--- src/rtl/fetch_pc_ctrl_pkg.sv ---
// ---------------------------------------------------------------------------
// fetch_pc_ctrl_pkg
//   Shared types and constants for the fetch PC controller.
//   - fetch_state_e : controller state (IDLE/RUN/MISS/RECOVER), 2 bits
//   - BUNDLE_BYTES  : sequential PC step per fetch bundle
//   - CNT_W         : width of the post-recovery bubble counter
//   - sat_inc16     : saturating 16-bit increment
// ---------------------------------------------------------------------------
package fetch_pc_ctrl_pkg;

  localparam int SIZE_PC_DEF         = 32;
  localparam int FETCH_BANDWIDTH     = 4;
  localparam int INST_BYTES          = 8;
  localparam int BUNDLE_BYTES        = FETCH_BANDWIDTH * INST_BYTES;
  localparam int RECOVER_BUBBLES_DEF = 2;
  localparam int CNT_W               = 4;   // holds RECOVER_BUBBLES up to 15

  typedef enum logic [1:0] {
    ST_IDLE    = 2'd0,
    ST_RUN     = 2'd1,
    ST_MISS    = 2'd2,
    ST_RECOVER = 2'd3
  } fetch_state_e;

  // Recovery event counter saturates instead of wrapping.
  function automatic logic [15:0] sat_inc16(input logic [15:0] v);
    return (v == 16'hFFFF) ? v : (v + 16'd1);
  endfunction

endpackage

--- src/rtl/fetch_pc_ctrl_if.sv ---
// ---------------------------------------------------------------------------
// fetch_pc_ctrl_if
//   Redirect / BTB / I-cache / FS1 signal bundle around the fetch PC
//   controller. The slave modport is the controller view, master is the
//   environment (EX, FS2, BTB, I-cache, FS1) view.
// ---------------------------------------------------------------------------
interface fetch_pc_ctrl_if #(
  parameter int SIZE_PC = 32
);
  logic               stall_i;
  logic               flagRecoverEX_i;
  logic [SIZE_PC-1:0] targetAddrEX_i;
  logic               flagRecoverID_i;
  logic [SIZE_PC-1:0] targetAddrID_i;
  logic               btbTaken_i;
  logic [SIZE_PC-1:0] btbTarget_i;
  logic               icacheMiss_i;
  logic               icacheFill_i;
  logic [SIZE_PC-1:0] pc_o;
  logic               fetchEn_o;
  logic               flushFS1_o;
  logic               flushFS2_o;
  logic               icacheCancel_o;
  logic [15:0]        recoverCount_o;

  modport slave (
    input  stall_i, flagRecoverEX_i, targetAddrEX_i, flagRecoverID_i,
           targetAddrID_i, btbTaken_i, btbTarget_i, icacheMiss_i, icacheFill_i,
    output pc_o, fetchEn_o, flushFS1_o, flushFS2_o, icacheCancel_o,
           recoverCount_o
  );

  modport master (
    output stall_i, flagRecoverEX_i, targetAddrEX_i, flagRecoverID_i,
           targetAddrID_i, btbTaken_i, btbTarget_i, icacheMiss_i, icacheFill_i,
    input  pc_o, fetchEn_o, flushFS1_o, flushFS2_o, icacheCancel_o,
           recoverCount_o
  );
endinterface

--- src/rtl/fetch_pc_ctrl_next_pc_mux.sv ---
// ---------------------------------------------------------------------------
// fetch_next_pc_mux
//   Combinational next-PC priority select and squash decode.
//   Priority in RUN: EX recovery > I-cache miss > stall > ID recovery >
//   BTB taken > sequential. In MISS/RECOVER only an EX recovery moves the PC.
//   Ports: state_i, event inputs and pc_i in; pc_next_o, take_ex_o (EX
//   redirect accepted), fetchEn_o, flushFS1_o, flushFS2_o, icacheCancel_o out.
// ---------------------------------------------------------------------------
module fetch_next_pc_mux
  import fetch_pc_ctrl_pkg::*;
#(
  parameter int SIZE_PC = 32
) (
  input  fetch_state_e       state_i,
  input  logic               stall_i,
  input  logic               flagRecoverEX_i,
  input  logic [SIZE_PC-1:0] targetAddrEX_i,
  input  logic               flagRecoverID_i,
  input  logic [SIZE_PC-1:0] targetAddrID_i,
  input  logic               btbTaken_i,
  input  logic [SIZE_PC-1:0] btbTarget_i,
  input  logic               icacheMiss_i,
  input  logic [SIZE_PC-1:0] pc_i,
  output logic [SIZE_PC-1:0] pc_next_o,
  output logic               take_ex_o,
  output logic               fetchEn_o,
  output logic               flushFS1_o,
  output logic               flushFS2_o,
  output logic               icacheCancel_o
);

  // Next-PC priority select and flush/cancel decode.
  always_comb begin
    pc_next_o      = pc_i;
    take_ex_o      = 1'b0;
    flushFS1_o     = 1'b0;
    flushFS2_o     = 1'b0;
    icacheCancel_o = 1'b0;
    fetchEn_o      = (state_i == ST_RUN) & ~stall_i & ~icacheMiss_i;
    case (state_i)
      ST_RUN: begin
        if (flagRecoverEX_i) begin
          pc_next_o  = targetAddrEX_i;
          take_ex_o  = 1'b1;
          flushFS1_o = 1'b1;
          flushFS2_o = 1'b1;
        end else if (icacheMiss_i || stall_i) begin
          pc_next_o = pc_i;
        end else if (flagRecoverID_i) begin
          pc_next_o  = targetAddrID_i;
          flushFS1_o = 1'b1;
        end else if (btbTaken_i) begin
          pc_next_o = btbTarget_i;
        end else begin
          // Sequential step wraps modulo 2^SIZE_PC.
          pc_next_o = pc_i + SIZE_PC'(BUNDLE_BYTES);
        end
      end
      ST_MISS, ST_RECOVER: begin
        if (flagRecoverEX_i) begin
          pc_next_o      = targetAddrEX_i;
          take_ex_o      = 1'b1;
          flushFS1_o     = 1'b1;
          flushFS2_o     = 1'b1;
          // Only a pending miss has anything to cancel.
          icacheCancel_o = (state_i == ST_MISS);
        end else begin
          pc_next_o = pc_i;
        end
      end
      default: begin
        // IDLE: nothing is in flight, so redirects are not acted on.
        pc_next_o = pc_i;
      end
    endcase
  end

endmodule

--- src/rtl/fetch_pc_ctrl.sv ---
// ---------------------------------------------------------------------------
// fetch_pc_ctrl
//   Owns the fetch PC and sequences FS1/FS2: I-cache miss wait, post-EX
//   recovery bubbles and squash lines.
//   Ports: clk, reset (async, active-high); bus (fetch_pc_ctrl_if.slave)
//   carrying stall/redirect/BTB/I-cache inputs and pc_o, fetchEn_o,
//   flushFS1_o, flushFS2_o, icacheCancel_o, recoverCount_o outputs.
// ---------------------------------------------------------------------------
module fetch_pc_ctrl
  import fetch_pc_ctrl_pkg::*;
#(
  parameter int                 SIZE_PC         = SIZE_PC_DEF,
  parameter logic [SIZE_PC-1:0] RESET_PC        = SIZE_PC'(32'h0040_0000),
  parameter int                 RECOVER_BUBBLES = RECOVER_BUBBLES_DEF
) (
  input  logic              clk,
  input  logic              reset,
  fetch_pc_ctrl_if.slave    bus
);

  fetch_state_e       state_q;
  logic [SIZE_PC-1:0] pc_q;
  logic [SIZE_PC-1:0] pc_d;
  logic [CNT_W-1:0]   cnt_q;
  logic [15:0]        recover_cnt_q;
  logic               take_ex_s;

  fetch_next_pc_mux #(.SIZE_PC(SIZE_PC)) u_mux (
    .state_i         (state_q),
    .stall_i         (bus.stall_i),
    .flagRecoverEX_i (bus.flagRecoverEX_i),
    .targetAddrEX_i  (bus.targetAddrEX_i),
    .flagRecoverID_i (bus.flagRecoverID_i),
    .targetAddrID_i  (bus.targetAddrID_i),
    .btbTaken_i      (bus.btbTaken_i),
    .btbTarget_i     (bus.btbTarget_i),
    .icacheMiss_i    (bus.icacheMiss_i),
    .pc_i            (pc_q),
    .pc_next_o       (pc_d),
    .take_ex_o       (take_ex_s),
    .fetchEn_o       (bus.fetchEn_o),
    .flushFS1_o      (bus.flushFS1_o),
    .flushFS2_o      (bus.flushFS2_o),
    .icacheCancel_o  (bus.icacheCancel_o)
  );

  // State, PC, bubble counter and recovery event counter.
  always_ff @(posedge clk or posedge reset) begin
    if (reset) begin
      state_q       <= ST_IDLE;
      pc_q          <= RESET_PC;
      cnt_q         <= '0;
      recover_cnt_q <= 16'd0;
    end else begin
      pc_q <= pc_d;
      // Counts every EX recovery request, whatever state it arrives in.
      if (bus.flagRecoverEX_i) begin
        recover_cnt_q <= sat_inc16(recover_cnt_q);
      end else begin
        recover_cnt_q <= recover_cnt_q;
      end
      if (take_ex_s) begin
        // Accepted EX redirect from RUN, MISS or RECOVER (re)starts bubbles.
        if (RECOVER_BUBBLES == 0) begin
          state_q <= ST_RUN;
          cnt_q   <= '0;
        end else begin
          state_q <= ST_RECOVER;
          cnt_q   <= CNT_W'(RECOVER_BUBBLES);
        end
      end else begin
        case (state_q)
          ST_IDLE: state_q <= ST_RUN;
          ST_RUN: begin
            if (bus.icacheMiss_i) begin
              state_q <= ST_MISS;
            end else begin
              state_q <= ST_RUN;
            end
          end
          ST_MISS: begin
            if (bus.icacheFill_i) begin
              state_q <= ST_RUN;
            end else begin
              state_q <= ST_MISS;
            end
          end
          ST_RECOVER: begin
            // Leaving on cnt==1 gives exactly RECOVER_BUBBLES idle cycles;
            // stall does not pause the countdown.
            if (cnt_q <= CNT_W'(1)) begin
              state_q <= ST_RUN;
              cnt_q   <= '0;
            end else begin
              state_q <= ST_RECOVER;
              cnt_q   <= cnt_q - CNT_W'(1);
            end
          end
          default: begin
            state_q <= ST_IDLE;
            cnt_q   <= '0;
          end
        endcase
      end
    end
  end

  assign bus.pc_o           = pc_q;
  assign bus.recoverCount_o = recover_cnt_q;

endmodule

--- src/flat_wrapper.sv ---
// flat-port wrapper written by rule: the top's interface ports become plain ports
module fetch_pc_ctrl_flat import fetch_pc_ctrl_pkg::*;
#(
  parameter int                 SIZE_PC         = SIZE_PC_DEF,
  parameter logic [SIZE_PC-1:0] RESET_PC        = SIZE_PC'(32'h0040_0000),
  parameter int                 RECOVER_BUBBLES = RECOVER_BUBBLES_DEF
)
  (clk, reset, bus_stall_i, bus_flagRecoverEX_i, bus_targetAddrEX_i, bus_flagRecoverID_i, bus_targetAddrID_i, bus_btbTaken_i, bus_btbTarget_i, bus_icacheMiss_i, bus_icacheFill_i, bus_pc_o, bus_fetchEn_o, bus_flushFS1_o, bus_flushFS2_o, bus_icacheCancel_o, bus_recoverCount_o);
  fetch_pc_ctrl_if #(.SIZE_PC(SIZE_PC)) bus_i ();
  input  logic clk;
  input  logic reset;
  input wire logic [$bits(bus_i.stall_i)-1:0] bus_stall_i;
  input wire logic [$bits(bus_i.flagRecoverEX_i)-1:0] bus_flagRecoverEX_i;
  input wire logic [$bits(bus_i.targetAddrEX_i)-1:0] bus_targetAddrEX_i;
  input wire logic [$bits(bus_i.flagRecoverID_i)-1:0] bus_flagRecoverID_i;
  input wire logic [$bits(bus_i.targetAddrID_i)-1:0] bus_targetAddrID_i;
  input wire logic [$bits(bus_i.btbTaken_i)-1:0] bus_btbTaken_i;
  input wire logic [$bits(bus_i.btbTarget_i)-1:0] bus_btbTarget_i;
  input wire logic [$bits(bus_i.icacheMiss_i)-1:0] bus_icacheMiss_i;
  input wire logic [$bits(bus_i.icacheFill_i)-1:0] bus_icacheFill_i;
  output wire logic [$bits(bus_i.pc_o)-1:0] bus_pc_o;
  output wire logic [$bits(bus_i.fetchEn_o)-1:0] bus_fetchEn_o;
  output wire logic [$bits(bus_i.flushFS1_o)-1:0] bus_flushFS1_o;
  output wire logic [$bits(bus_i.flushFS2_o)-1:0] bus_flushFS2_o;
  output wire logic [$bits(bus_i.icacheCancel_o)-1:0] bus_icacheCancel_o;
  output wire logic [$bits(bus_i.recoverCount_o)-1:0] bus_recoverCount_o;
  assign bus_i.stall_i = bus_stall_i;
  assign bus_i.flagRecoverEX_i = bus_flagRecoverEX_i;
  assign bus_i.targetAddrEX_i = bus_targetAddrEX_i;
  assign bus_i.flagRecoverID_i = bus_flagRecoverID_i;
  assign bus_i.targetAddrID_i = bus_targetAddrID_i;
  assign bus_i.btbTaken_i = bus_btbTaken_i;
  assign bus_i.btbTarget_i = bus_btbTarget_i;
  assign bus_i.icacheMiss_i = bus_icacheMiss_i;
  assign bus_i.icacheFill_i = bus_icacheFill_i;
  assign bus_pc_o = bus_i.pc_o;
  assign bus_fetchEn_o = bus_i.fetchEn_o;
  assign bus_flushFS1_o = bus_i.flushFS1_o;
  assign bus_flushFS2_o = bus_i.flushFS2_o;
  assign bus_icacheCancel_o = bus_i.icacheCancel_o;
  assign bus_recoverCount_o = bus_i.recoverCount_o;
  fetch_pc_ctrl #(.SIZE_PC(SIZE_PC), .RESET_PC(RESET_PC), .RECOVER_BUBBLES(RECOVER_BUBBLES)) u_core (.clk(clk), .reset(reset), .bus(bus_i));
endmodule
--- config.mk ---
export PLATFORM = sky130hd
export DESIGN_NAME = fetch_pc_ctrl_flat
export DESIGN_NICKNAME = d
export VERILOG_FILES = /design/src/rtl/fetch_pc_ctrl_pkg.sv /design/src/rtl/fetch_pc_ctrl_if.sv /design/src/rtl/fetch_pc_ctrl_next_pc_mux.sv /design/src/rtl/fetch_pc_ctrl.sv /design/src/flat_wrapper.sv
export SDC_FILE = /design/constraint.sdc
export NUM_CORES = 1
export LEC_CHECK = 0
export CAP_MARGIN = 20
export CORE_MARGIN = 4
export CORE_UTILIZATION = 45
export CTS_CLUSTER_DIAMETER = 50
export CTS_CLUSTER_SIZE = 25
export DETAILED_ROUTE_END_ITERATION = 8
export PLACE_DENSITY = 0.84
export SKIP_CTS_REPAIR_TIMING = 1
export SLEW_MARGIN = 20
export SYNTH_ARGS = -nofsm -noshare
export SYNTH_HDL_FRONTEND = slang
export SYNTH_SLANG_ARGS = --single-unit
export TNS_END_PERCENT = 1
--- constraint.sdc ---
create_clock -name clk -period 5.3 [get_ports clk]
set_input_delay 1.06 -clock clk [delete_from_list [all_inputs] [get_ports clk]]
set_output_delay 1.06 -clock clk [all_outputs]
set_load 0.05 [all_outputs]
==> results.toml, run 1 <==
[synthesis]
yosys_warnings = 0
synthesis.nets = 549
async_reset_ff_frac = 1.00
yosysSeqAreaShare = 0.366
synthTopCellsByArea = "dfrtp_1 (36%), nand2_1 (5.3%), o21ai_0 (4.3%)"
netlist.top_cell.by_area = "dfrtp_1"
ys_seq_elements = 54
yosysUniqueCellTypes = 61
synthFlopType = "dfrtp_1"
syn_avg_cell_area_um2 = 8.39
synth_edf_count = 0
synth_top_cell_area_share = 0.358
synth_cells = 441
netlist_area_um2 = 3700

[critical_path]
cp_common_cell = "clkdlybuf4s50_1"
crit_buf_inv = 3
cp_data_arrival_time_ns = 3.25
critPathKind = "in2out"
cp_top_family = "buffers and inverters"
cp_max_fo = 23
worstPathRequired_ns = 4.24
regToRegSetupSlack_ns = 3.09
crit_chain = "clkdlybuf4s50_1 > o21ai_0 > inv_1 > clkdlybuf4s50_1"
slowest_stage = "clkdlybuf4s50_1"
slowest_delay_ns = 0.94
end_kind = "output pin"
start_kind = "primary input"

[drt]
wl_per_cell_um = 18.5
drcViolationCount = 0
dr_total_vias = 4125
avgViaCountPerCell = 6.05
wl_um = 12700
dr.pass1.iters = 5
drt_iter0_markers = 237
drt.antenna.violating_nets = 0

[timing]
fin_tns_setup_ns = 0
worstMarginPinSlew_ns = 0.754
hold_violations = 0
fin_worst_skew_ns = 0.0115
finalCriticalPeriod_ns = 4.31
setup_ws_ns = 0.994
rsz0062_at_grt = "false"
relSlewSlack = 0.496
setup_violations = 0
drv_slew = 0
whs_ns = 0.507
fin_crit_sh = 0.812
timing.fmax_mhz = 232

[layout]
insertedDiodeCount = 0
fill_cells = 659
syn2layout_area_growth_pct = 46.3
drive_gt1_frac = 0.0569
fin_area_um2 = 5410
final_cell_mix = "clkdlybuf4s50_1 (155), dfrtp_1 (53), nand2_1 (52)"
finish.net_count = 687
final_common_cell = "clkdlybuf4s50_1"
stdcell_count = 682
finish.utilization = 0.690

[floorplan]
die_x_um = 98.7
start_util = 0.471
row_count = 32
dieArea_um2 = 9740
core-area_um2 = 7850
ios = 156
die_h_um = 98.7

[run_status]
status = "completed"

[clock_tree]
insertion_delay_ns = 0.32
cts-root-to-sink-buffers = 2
path_clk_slew_ns = 0.11
numCtsBuffers = 5
cts_root_buffer = "clkbuf_8"
clkSinkCount = 54
cts_tree = "built"
h-tree-depth = 2

[place]
portBuffers = 155
dpl-instance-area_um2 = 5310
hpwl_um = 9410
dp_slack_ns = 0.988
gp_congestion = 0.845
dpl.cell_count = 674

[power]
p_leak_nw = 2.09
power-per-cell-area_nw_per_um2 = 400
finalPower_mw = 2.16
vdd_ir_drop_max_mv = 0.250

[run]
maxCapViolCount = 0

[worst_hold_path]
hold_path_class = "reg2reg"

[grt]
grt_pass1_vias = 4185
grt_max_degree = 55
grt_overflow = 0
grt_pass1_wl_um = 20400
antenna_found_initial = 0
grt_use_total = 0.256
[power breakdown]
part | internal, mW | leakage, nW | switching, mW
registers | 0.537 | 0.650 | 0.192
logic | 0.437 | 1.39 | 0.744
clock network | 0.108 | 0.0478 | 0.147
total | 1.08 | 2.09 | 1.08
[sequential cells by signal, indices dropped and copies added (netlist names)]
register / count
u_core.state_q: 2
u_core.cnt_q: 4
u_core.bus.recoverCount_o: 16
u_core.bus.pc_o: 32
[routing by layer]
layer	GRT usage	vias to the layer above	share of wire
met5	0	-	0
met4	0.0641	0	0.019
met3	0.0630	25	0.092
met2	0.444	180	0.49
met1	0.320	1952	0.40
li1	-	1968	-
[cells in the mapped netlist (3+ instances only)]
cell type,count
a21oi_1,17
a221o_1,5
a221oi_1,14
a22o_1,3
a31oi_1,19
and2_1,3
and3_1,9
buf_2,7
clkbuf_1,22
dfrtp_1,53
ha_1,4
inv_1,8
mux2_1,3
mux2i_1,3
nand2_1,52
nand2b_1,3
nand3_1,11
nand4_1,11
nor2_1,40
nor3_1,10
nor4_1,4
o211ai_1,10
o21ai_0,32
o21ai_1,13
o221a_2,4
o221ai_1,7
o22ai_1,3
o31a_1,7
o31ai_1,6
o41ai_1,3
or2_1,3
xnor2_1,10
xor2_1,4
[final timing paths]
kind,from,end,cells after the start
worst max-delay path,bus_flagRecoverEX_i,bus_flushFS2_o,4
worst min-delay path,u_core.bus.recoverCount_o[11]$_DFFE_PP0P_,u_core.bus.recoverCount_o[11]$_DFFE_PP0P_,1
worst max register to register,u_core.state_q[1]$_DFF_PP0_,u_core.bus.pc_o[25]$_DFFE_PP0P_,5
worst min register to register,u_core.bus.recoverCount_o[11]$_DFFE_PP0P_,u_core.bus.recoverCount_o[11]$_DFFE_PP0P_,1
max in group asynchronous,reset,u_core.bus.pc_o[10]$_DFFE_PP0P_,3
min in group asynchronous,reset,u_core.bus.recoverCount_o[7]$_DFFE_PP0P_,3
[kinds of logic after synthesis]
kind of cell | synth area share
AO/OA/AOI/OAI | 0.304
buffers and inverters | 0.0450
flip-flops | 0.366
XOR/XNOR | 0.0331
adder cells (fa/ha/maj) | 0.0135
AND/OR/NAND/NOR | 0.222
multiplexers | 0.0172
[worst reg2reg max path, cell delays in order (launching register included)]
cell and delay, ns:
dfrtp_1 0.55, or2_1 0.51, buf_4 0.32, a221oi_1 0.37
a21oi_1 0.13, o22a_1 0.22
[cell type report]
cell class                      count  area, um^2  area share
Clock buffer                        6        82.6      0.0153
Clock inverter                      2        16.3     0.00301
Inverter                            8        30.0     0.00555
Multi-Input combinational cell    347        2190       0.405
Sequential cell                    54        1350       0.250
Tap cell                          102         128      0.0236
Timing Repair Buffer              163        1610       0.298
Power figures use the tool's default switching activity.
==> run 2: changes to the inputs <==
CORE_UTILIZATION = 39   (was 45)
PLACE_DENSITY = 0.77   (was 0.84)
clock period = 3.75 ns   (was 5.3 ns; I/O delays follow)
==> run 2 against run 1 <==
  * Non-clock buffer count increased by 5
  * Total power grew 44%
  * Combinational power increased by 42%
  * Sequential power is 43% higher
  * Global-route usage is 2.5 points lower
  * Critical endpoint is now bus_fetchEn_o
==> results.toml, run 2 (same netlist as run 1, synthesis figures left out) <==
[floorplan]
die_h_um = 105
die_x_um = 105
row_count = 35
start_util = 0.400
dieArea_um2 = 11100
ios = 156
core-area_um2 = 9240

[timing]
setup_violations = 0
rsz0062_at_grt = "false"
hold_violations = 0
worstMarginPinSlew_ns = 0.872
relSlewSlack = 0.418
fin_worst_skew_ns = 0.0101
fin_crit_sh = 0.875
fin_tns_setup_ns = 0
finalCriticalPeriod_ns = 3.28
timing.fmax_mhz = 305
drv_slew = 0

[critical_path]
cp_common_cell = "clkdlybuf4s50_1"
cp_top_family = "buffers and inverters"
crit_buf_inv = 2
crit_chain = "clkdlybuf4s50_1 > nor3_1 > and2_1 > clkdlybuf4s50_1"
slowest_delay_ns = 0.80
cp_max_fo = 3
cp_data_arrival_time_ns = 2.53
start_kind = "primary input"
worstPathRequired_ns = 3.00
slowest_stage = "clkdlybuf4s50_1"
critPathKind = "in2out"
end_kind = "output pin"

[drt]
drcViolationCount = 0
drt.antenna.violating_nets = 0
dr.pass1.iters = 5
drt_iter0_markers = 205
wl_um = 13200
dr_total_vias = 4146
wl_per_cell_um = 18.5
avgViaCountPerCell = 5.81

[power]
power-per-cell-area_nw_per_um2 = 566
clock_power_share = 0.128
p_switching_mw = 1.53
p_leak_nw = 2.13
swShare = 0.491
intPower_mw = 1.58
finalPower_mw = 3.11
vdd_ir_drop_max_mv = 0.265
comb_power_share = 0.539
p_seq_frac = 0.333

[clock_tree]
path_clk_slew_ns = 0.10
numCtsBuffers = 5
clkSinkCount = 54
h-tree-depth = 2
cts-root-to-sink-buffers = 2
cts_root_buffer = "clkbuf_8"
cts_tree = "built"
insertion_delay_ns = 0.32

[place]
portBuffers = 155
hpwl_um = 9720
dpl.cell_count = 706
gp_congestion = 0.821

[layout]
stdcell_count = 714
final_cell_mix = "clkdlybuf4s50_1 (152), dfrtp_1 (53), nand2_1 (52)"
syn2layout_area_growth_pct = 48.6
drive_gt1_frac = 0.0684
insertedDiodeCount = 0
largest_reg_flops = 32
finish.net_count = 692
final_common_cell = "clkdlybuf4s50_1"

[grt]
grt_pass1_wl_um = 21000
antenna_found_initial = 0
grt_use_total = 0.231
grt_max_degree = 50
grt_pass1_vias = 4161
grt_overflow = 0

[run]
maxCapViolCount = 0

[worst_hold_path]
hold_path_class = "reg2reg"

[run_status]
status = "completed"
## run 2: worst paths after layout
path,startpoint,endpoint,slack (ns),depth (start not counted)
setup / recovery,bus_icacheMiss_i,bus_fetchEn_o,0.47,4
hold / removal,u_core.bus.recoverCount_o[0]$_DFFE_PP0P_,u_core.bus.recoverCount_o[0]$_DFFE_PP0P_,0.53,1
setup reg to reg,u_core.state_q[1]$_DFF_PP0_,u_core.bus.pc_o[8]$_DFFE_PP0P_,1.45,5
hold reg to reg,u_core.bus.recoverCount_o[0]$_DFFE_PP0P_,u_core.bus.recoverCount_o[0]$_DFFE_PP0P_,0.53,1
max in group asynchronous,reset,u_core.state_q[0]$_DFF_PP0_,2.23,3
min in group asynchronous,reset,u_core.bus.recoverCount_o[5]$_DFFE_PP0P_,0.91,2
## run 2: final cells by class
cell class	count	area (um^2)
Clock buffer	5	68.8
Tap cell	129	161
Sequential cell	54	1350
Timing Repair Buffer	168	1650
Inverter	8	31.3
Fill cell	829	3740
Multi-Input combinational cell	347	2190
Clock inverter	3	40.0
## run 2: power by group through the flow
stage / clock [mW] / sequential, mW / combinational, mW
after floorplan: 0 / 1.51 / 0.561
after global placement: 0 / 1.03 / 1.64
after detailed placement: 0 / 1.04 / 1.68
after CTS: 0.402 / 1.03 / 1.68
after global routing: 0.424 / 1.07 / 1.78
final: 0.399 / 1.04 / 1.68
## run 2: metrics by stage
| stage | setup WS, ns | util | hold WS [ns] | instance area [um^2] |
|---|---|---|---|---|
| 2_1_floorplan | 0.800 | - | 0.487 | 3700 |
| 5_1_grt | 0.357 | 0.595 | 0.569 | 5500 |
| 4_1_cts | 0.474 | 0.595 | 0.533 | 5500 |
| 6_report | 0.468 | 0.595 | 0.529 | 5500 |
| 3_3_place_gp | 0.517 | 0.583 | 0.485 | 5390 |
| 3_5_place_dp | 0.487 | 0.583 | 0.519 | 5390 |
## run 2: metal layers
layer	up-vias	track usage	part of all wire
met4	0	0.0759	0.024
met1	1967	0.293	0.41
li1	1971	-	-
met5	-	0	0
met3	21	0.0453	0.076
met2	187	0.394	0.49
==> run 3: changes to the inputs <==
CORE_ASPECT_RATIO = 1.1   (was unset)
GPL_TIMING_DRIVEN = 0   (was unset)
==> run 3 against run 2 <==
  * Non-clock buffer count up 19
  * Sequential power about the same
  * Routed wire length up 8.8%
  * Flip-flop and latch count unchanged
  * Die area about the same
  * Fmax down 6.7%
  * Final cell count up 0.98%
  * Final area about the same
  * Critical path depth up 2
  * Critical path type unchanged
  * Critical endpoint is now bus_flushFS2_o
==> results.toml, run 3 (same netlist as run 1, synthesis figures left out) <==
[grt]
grt_overflow = 0
grt_pass1_vias = 4474
grt_use_total = 0.256
antenna_found_initial = 0
grt_pass1_wl_um = 22200
grt_max_degree = 55

[power]
p_leak_nw = 2.15
swShare = 0.512
p_switching_mw = 1.60
vdd_ir_drop_max_mv = 0.261
comb_power_share = 0.557
intPower_mw = 1.53
finalPower_mw = 3.13
p_seq_frac = 0.323
clock_power_share = 0.119
power-per-cell-area_nw_per_um2 = 569

[timing]
drv_slew = 0
fin_tns_setup_ns = 0
fin_crit_sh = 0.939
hold_violations = 0
worstMarginPinSlew_ns = 0.736
fin_worst_skew_ns = 0.0140
finalCriticalPeriod_ns = 3.52
relSlewSlack = 0.510
setup_violations = 0
rsz0062_at_grt = "false"
timing.fmax_mhz = 284

[critical_path]
worstPathRequired_ns = 3.00
end_kind = "output pin"
regToRegSetupSlack_ns = 1.46
critPathKind = "in2out"
crit_start = "bus_flagRecoverEX_i"
start_kind = "primary input"
slowest_delay_ns = 0.54
rr_endpoint = "u_core.bus.pc_o[21]$_DFFE_PP0P_"
r2r-start = "u_core.state_q[1]$_DFF_PP0_"
cp_max_fo = 10
cp_data_arrival_time_ns = 2.77
crit_chain = "clkdlybuf4s50_1 > clkbuf_1 > clkbuf_1 > o21ai_0 > inv_1 > dlymetal6s2s_1"
setup.worst_path.end = "bus_flushFS2_o"
cp_common_cell = "clkbuf_1"
r2r_cells = 6
slowest_stage = "clkdlybuf4s50_1"

[place]
portBuffers = 155
hpwl_um = 10800
gp_congestion = 0.898

[layout]
insertedDiodeCount = 0
syn2layout_area_growth_pct = 48.6
final_common_cell = "clkdlybuf4s50_1"
final_cell_mix = "clkdlybuf4s50_1 (152), dfrtp_1 (53), nand2_1 (52)"
largest_reg_flops = 32
finish.net_count = 711
drive_gt1_frac = 0.0546
fill_cells = 870
finish.utilization = 0.591

[drt]
wl_per_cell_um = 19.9
drcViolationCount = 0
dr.pass1.iters = 7
avgViaCountPerCell = 6.13
wl_um = 14300
drt.antenna.violating_nets = 0
dr_total_vias = 4417
drt_iter0_markers = 331

[floorplan]
die_x_um = 101
start_util = 0.398
core-area_um2 = 9310
dieArea_um2 = 11100
row_count = 37
ios = 156
die_h_um = 110

[run_status]
status = "completed"

[worst_hold_path]
hold_path_class = "reg2reg"

[clock_tree]
cts-root-to-sink-buffers = 2
h-tree-depth = 2
cts_tree = "built"
numCtsBuffers = 5
clkSinkCount = 54
insertion_delay_ns = 0.33
path_clk_slew_ns = 0.11
cts_root_buffer = "clkbuf_8"

[run]
maxCapViolCount = 0
==> run 3: cell type report <==
class | count | area, um^2 | share of cell area
plain buffers | 32 | 138 | 0.0250
clock buffers | 5 | 68.8 | 0.0125
flip-flops and latches | 54 | 1350 | 0.246
multi-input cells | 347 | 2180 | 0.397
well taps | 117 | 146 | 0.0266
inverters | 8 | 32.5 | 0.00592
repair buffers | 155 | 1550 | 0.282
clock inverters | 3 | 28.8 | 0.00523
==> run 3: critical path: cells and delay by family <==
| kind | cells | cell delay, ns |
|---|---|---|
| buf+inv | 5 | 1.77 |
| compound gates | 1 | 0.25 |
==> run 3: worst min-delay path by stage <==
| stage | start | to | slack, ns | depth (start not counted) |
|---|---|---|---|---|
| after floorplan | u_core.cnt_q[1]$_DFFE_PP0P_ | u_core.cnt_q[1]$_DFFE_PP0P_ | 0.49 | 2 |
| after global placement | u_core.bus.recoverCount_o[11]$_DFFE_PP0P_ | u_core.bus.recoverCount_o[11]$_DFFE_PP0P_ | 0.49 | 1 |
| after detailed placement | u_core.bus.recoverCount_o[11]$_DFFE_PP0P_ | u_core.bus.recoverCount_o[11]$_DFFE_PP0P_ | 0.49 | 1 |
| after CTS | u_core.bus.recoverCount_o[11]$_DFFE_PP0P_ | u_core.bus.recoverCount_o[11]$_DFFE_PP0P_ | 0.51 | 1 |
| after global routing | u_core.bus.recoverCount_o[15]$_DFFE_PP0P_ | u_core.bus.recoverCount_o[15]$_DFFE_PP0P_ | 0.55 | 1 |
| final | u_core.bus.recoverCount_o[11]$_DFFE_PP0P_ | u_core.bus.recoverCount_o[11]$_DFFE_PP0P_ | 0.51 | 1 |
==> run 3: routing by layer <==
metal	wire (um)	GRT usage	share of wire
met5	0	0	0
met2	6800	0.431	0.47
met3	1680	0.0717	0.12
met4	487	0.115	0.034
met1	5380	0.304	0.37
==> run 3: metrics by stage <==
stage                     setup slack (ns)  hold slack, ns  cell area [um^2]  cells
final                                0.231           0.506              5500    721
after global routing                0.0589           0.554              5500    721
after CTS                           -0.340           0.509              5500    721
after detailed placement            -0.327           0.490              5400    713
after global placement              -0.332           0.488              5400    713
after floorplan                      0.800           0.487              3700    441
==> run 3: power groups by stage <==
stage	Sequential, mW	Clock [mW]	Combinational (mW)
after floorplan	1.51	0	0.561
after global placement	0.998	0	1.70
after detailed placement	1.01	0	1.73
after CTS	1.00	0.372	1.74
after global routing	1.04	0.399	1.84
final	1.01	0.373	1.74
